### src/rtl/lsu_mem_master.sv
// lsu_mem_master: single-outstanding load/store initiator for the byte-addressable data memory.
// Build macro MISALIGN_TRAP_EN: misaligned word/half requests return rsp_err instead of being aligned down.
module lsu_mem_master #(
  parameter int ADDR_W      = 12,
  parameter int WAIT_CYCLES = 1
) (
  input  logic              clk,
  input  logic              rst_n,
  input  logic              req_valid,
  output logic              req_ready,
  input  logic              req_we,
  input  logic [1:0]        req_size,
  input  logic              req_signed,
  input  logic [ADDR_W-1:0] req_addr,
  input  logic [31:0]       req_wdata,
  output logic              rsp_valid,
  output logic [31:0]       rsp_rdata,
  output logic              rsp_err,
  output logic              busy,
  output logic              mRD,
  output logic              mWR,
  output logic              Byte,
  output logic              SigCtr,
  output logic [ADDR_W-1:0] DAddr,
  output logic [31:0]       DataIn,
  input  logic [31:0]       DataOut
);

  localparam int               CNT_W    = (WAIT_CYCLES > 1) ? $clog2(WAIT_CYCLES) : 1;
  localparam logic [CNT_W-1:0] CNT_LAST = CNT_W'(WAIT_CYCLES - 1);

  typedef enum logic [1:0] {IDLE = 2'd0, ACC0 = 2'd1, ACC1 = 2'd2, RESP = 2'd3} state_t;

  state_t            state, state_nxt;
  logic [CNT_W-1:0]  wcnt;
  logic              accept, ld_done;
  logic              req_word, req_half, misalign;
  logic [ADDR_W-1:0] addr_in;

  logic [ADDR_W-1:0] addr_p0;
  logic [1:0]        size_p0;
  logic              we_p0, sgn_p0, err_p0;
  logic [31:0]       wdata_p0;
  logic              is_word_p0, is_half_p0, is_byte_p0;
  logic [31:0]       rd0_p1;
  logic [7:0]        rd1_p1;

  function automatic logic [31:0] ext_half(input logic [15:0] h, input logic sgn);
    logic signed [15:0] hs;
    hs = h;
    ext_half = sgn ? {{16{hs[15]}}, h} : {16'b0, h};
  endfunction

  // Halfwords are assembled from two byte reads; bytes and words come back already formed.
  function automatic logic [31:0] form_load(input logic [1:0] size, input logic sgn,
                                            input logic [31:0] w0, input logic [7:0] b1);
    if (size == 2'b01) form_load = ext_half({b1, w0[7:0]}, sgn);
    else               form_load = w0;
  endfunction

  assign req_ready  = (state == IDLE);
  assign busy       = (state != IDLE);
  assign accept     = req_valid && req_ready;
  assign req_word   = req_size[1];
  assign req_half   = (req_size == 2'b01);
  assign is_word_p0 = size_p0[1];
  assign is_half_p0 = (size_p0 == 2'b01);
  assign is_byte_p0 = (size_p0 == 2'b00);
  assign ld_done    = (wcnt == CNT_LAST);

`ifdef MISALIGN_TRAP_EN
  logic rsp_err_q;
  assign misalign = (req_word && (req_addr[1:0] != 2'b00)) || (req_half && req_addr[0]);
  assign addr_in  = req_addr;
  assign rsp_err  = rsp_err_q;

  always_ff @(posedge clk or negedge rst_n) begin
    if (!rst_n) begin
      err_p0    <= 1'b0;
      rsp_err_q <= 1'b0;
    end else begin
      if (accept) err_p0 <= misalign;
      rsp_err_q <= (state == RESP) && err_p0;
    end
  end
`else
  assign misalign = 1'b0;
  assign err_p0   = 1'b0;
  assign rsp_err  = 1'b0;
  assign addr_in  = req_word ? {req_addr[ADDR_W-1:2], 2'b00} :
                    req_half ? {req_addr[ADDR_W-1:1], 1'b0}  : req_addr;
`endif

  // Memory strobes are decoded from state so an asynchronous reset drops them at once.
  always_comb begin
    state_nxt = state;
    mRD       = 1'b0;
    mWR       = 1'b0;
    Byte      = 1'b0;
    SigCtr    = 1'b0;
    DAddr     = '0;
    DataIn    = '0;
    case (state)
      IDLE: if (accept) state_nxt = misalign ? RESP : ACC0;
      ACC0: begin
        DAddr  = addr_p0;
        Byte   = !is_word_p0;
        SigCtr = is_byte_p0 && sgn_p0 && !we_p0;
        DataIn = is_word_p0 ? wdata_p0 : {24'b0, wdata_p0[7:0]};
        mWR    = we_p0;
        mRD    = !we_p0;
        if (we_p0 || ld_done) state_nxt = is_half_p0 ? ACC1 : RESP;
      end
      ACC1: begin
        DAddr  = addr_p0 + ADDR_W'(1);
        Byte   = 1'b1;
        DataIn = {24'b0, wdata_p0[15:8]};
        mWR    = we_p0;
        mRD    = !we_p0;
        if (we_p0 || ld_done) state_nxt = RESP;
      end
      RESP:    state_nxt = IDLE;
      default: state_nxt = IDLE;
    endcase
  end

  always_ff @(posedge clk or negedge rst_n) begin
    if (!rst_n) begin
      state     <= IDLE;
      wcnt      <= '0;
      addr_p0   <= '0;
      size_p0   <= '0;
      we_p0     <= 1'b0;
      sgn_p0    <= 1'b0;
      wdata_p0  <= '0;
      rd0_p1    <= '0;
      rd1_p1    <= '0;
      rsp_valid <= 1'b0;
      rsp_rdata <= '0;
    end else begin
      state <= state_nxt;
      if ((state == ACC0 || state == ACC1) && !we_p0 && !ld_done) wcnt <= wcnt + CNT_W'(1);
      else                                                        wcnt <= '0;
      // p0: request capture
      if (accept) begin
        addr_p0  <= addr_in;
        size_p0  <= req_size;
        we_p0    <= req_we;
        sgn_p0   <= req_signed;
        wdata_p0 <= req_wdata;
      end
      // p1: read data capture on the last wait cycle of each access
      if (state == ACC0 && !we_p0 && ld_done) rd0_p1 <= DataOut;
      if (state == ACC1 && !we_p0 && ld_done) rd1_p1 <= DataOut[7:0];
      // p2: response
      rsp_valid <= (state == RESP);
      if (state == RESP)
        rsp_rdata <= (we_p0 || err_p0) ? 32'h0 : form_load(size_p0, sgn_p0, rd0_p1, rd1_p1);
    end
  end

endmodule

### config.mk
export PLATFORM = sky130hd
export DESIGN_NAME = lsu_mem_master
export DESIGN_NICKNAME = d
export VERILOG_FILES = /design/src/rtl/lsu_mem_master.sv
export SDC_FILE = /design/constraint.sdc
export NUM_CORES = 1
export LEC_CHECK = 0
export CAP_MARGIN = 40
export CORE_UTILIZATION = 50
export CTS_CLUSTER_DIAMETER = 200
export DETAILED_ROUTE_END_ITERATION = 8
export PLACE_DENSITY = 0.81
export SKIP_LAST_GASP = 1
export SYNTH_ARGS = -nofsm -noshare
export SYNTH_HDL_FRONTEND = slang
export SYNTH_SLANG_ARGS = --single-unit
### constraint.sdc
create_clock -name clk -period 5.9 [get_ports clk]
set_clock_uncertainty 0.05 [all_clocks]
set_input_delay 1.77 -clock clk [delete_from_list [all_inputs] [get_ports clk]]
set_output_delay 1.77 -clock clk [all_outputs]
set_load 0.01 [all_outputs]
==> impl_metrics.ini <==
[run_status]
status = finished clean

[final_layout]
layout_common_cells = clkdlybuf4s50_1, dfrtp_1, mux2_2
diodes = 0
fin_nets = 727
final_common_cell = clkdlybuf4s50_1
drive_gt1_share_pct = 19.8
num-fill-cells = 744
syn_to_final_growth_pct = 41.7

[setup_path]
path_class = reg -> out
critPathCaptureType = output port
crit_path_start_kind = flop
cp.arrival_ps = 3150
worst-path-max-fanout = 30
critical_path_required_ps = 4080
reg2reg_depth = 6
worst-r2r-setup-slack_ps = 3180

[timing]
fin_crit_ps = 4970
drv_slew = 0
setup_viol = 0
fmax_mhz = 201
period_share_pct = 84.3
max_slew.worst_pin.slew_ps = 839
final.setup.tns_ps = 0
layout_setup_ws_ps = 928
rsz0062_at_grt = false
finalHoldViolCount = 0
slew_headroom_pct = 44.1

[floorplan]
row_count = 38
fp.dieW_um = 109
ios = 167
dieArea_mm2 = 0.0118
die_y_um = 109
coreArea_mm2 = 0.0109
start_util_pct = 51.9

[synth]
seq_area_frac_synth_pct = 54.7
synth_area_leaders = dfrtp_1, mux2_2, and2_1
synth_cell_types = 49
syn_inst = 477
ys_warn_count = 0
synth_edf_count = 0
yosys.area.top_type = dfrtp_1
syn_area_mm2 = 0.00567
synth_top_area_share_pct = 54.7
ys_ff_latch = 124
synth_area_per_cell_um2 = 11.9
synth_ff_type = dfrtp_1
async_flop_share_pct = 100

[pwr]
ir_drop_uv = 328
powerDensity_mw_per_mm2 = 547
p_leak_uw = 0.00335

[detailed_routing]
ant_nets = 0
dr.first_iter.drc_count = 159
vias = 4314
drc_errors = 0
first_pass_iters = 5
wl_per_cell_um = 17.8
viasPerCell = 5.45
wl_um = 14100

[run]
drv_cap = 0

[global_routing]
grt_max_degree = 67
grtUsageTotal_pct = 26.1
gr-total-overflow = 0
antenna_found_initial = 0
grt_pass1_wl_um = 23100
first_global_vias = 4479

[place]
dp_slack_ps = 1310
place_congestion = 0.848
portBuffers = 165
dp_hpwl_um = 9600

[cts]
clock_latency_ps = 410
post-cts-setup-buffers = 0
ctsRootBufferMaster = clkbuf_16
cts.htree.levels = 4
clkSlewWorstSetupHoldPaths_ps = 50
cts_tree = built
cts_resized = 0
cts_sinks = 124
cts_buffer_depth = 2
holdBufCountCts = 0
cts_made_buffers = 17

[worst_hold_path]
min_path_type = reg -> reg
hold_depth = 1
==> cell type report <==
type | count | area (µm²) | share of cell area (%)
inverters | 37 | 139 | 1.73
flip-flops and latches | 124 | 3100 | 38.6
well taps | 140 | 175 | 2.18
multi-input cells | 288 | 2290 | 28.5
clock inverters | 10 | 116 | 1.45
repair buffers | 171 | 1750 | 21.7
clock buffers | 21 | 470 | 5.85
==> critical path, cell delays in order (launching register included) <==
cell and delay (ps):
dfrtp_1 410, inv_1 90, ha_1 830, and3_1 660, and2_1 220, clkdlybuf4s50_1 540
==> logic make-up after synthesis <==
family / count (synthesis) / share of synthesized area [%]
flops: 124 / 54.7
simple gates: 117 / 12.1
mux: 95 / 18.7
compound gates: 68 / 8.05
buf+inv: 66 / 5.20
fa+ha+maj: 5 / 1.10
other cells: 1 / 0.0661
xor+xnor: 1 / 0.154
==> path summary, 6_finish.rpt <==
check,from,endpoint
setup / recovery,state[1],DataIn[11]
min in group asynchronous,rst_n,rsp_rdata[12]
setup reg to reg,state[1],rd0_p1[10]
hold reg to reg,rd0_p1[5],rd0_p1[5]
max in group asynchronous,rst_n,rsp_rdata[13]
hold / removal,rd0_p1[5],rd0_p1[5]
==> sequential cells by signal, summed over array words and instances (netlist names) <==
signal     flops
rd0_p1        32
rsp_rdata     32
wdata_p0      32
addr_p0       12
rd1_p1         8
size_p0        2
state          2
rsp_valid      1
sgn_p0         1
wcnt           1
we_p0          1
==> metal layers <==
metal | GRT usage, % | vias to the layer above | part of all wire (%)
met3 | 9.95 | 14 | 9.2
li1 | - | 1977 | -
met1 | 33.3 | 2133 | 42
met4 | 7.92 | 0 | 1.1
met5 | 0 | - | 0
met2 | 41.1 | 190 | 47
==> power by group <==
part,total (µW),internal [µW],switching (µW)
logic,1810,993,819
registers,1570,1260,307
clock network,1020,652,369
total,4400,2900,1490
==> synthesized netlist by cell type (2+ instances only) <==
cell type and count:
o21ai_0 11, a22oi_1 10, ha_1 5, o211ai_1 3, nand2_1 15, nand3b_1 9, nand2b_1 6, buf_4 6
buf_2 8, nor2_1 20, and2_1 26, or4_1 2, inv_1 37, a21oi_1 4, o21a_1 2, nand3_1 5
dfrtp_1 124, o2bb2ai_1 2, buf_6 2, clkbuf_1 13, mux2_2 85, nor2b_1 14, and3_1 4, nand4b_1 2
nor3_1 3, o22ai_1 25, nor4_1 4, mux2_1 2, mux2i_1 8
==> stage by stage <==
step                      area, µm²  total power (µW)  hold WS (ps)  cells  util, %
after global placement         7380              3270           418    757     67.5
final                          8040              4400           451    791     73.5
after detailed placement       7450              3370           440    760     68.2
after floorplan                5680              2610           408    478        -
after global routing           8040              4660           466    791     73.5
after CTS                      8040              4420           453    791     73.5
(Power assumes the default switching activity.)
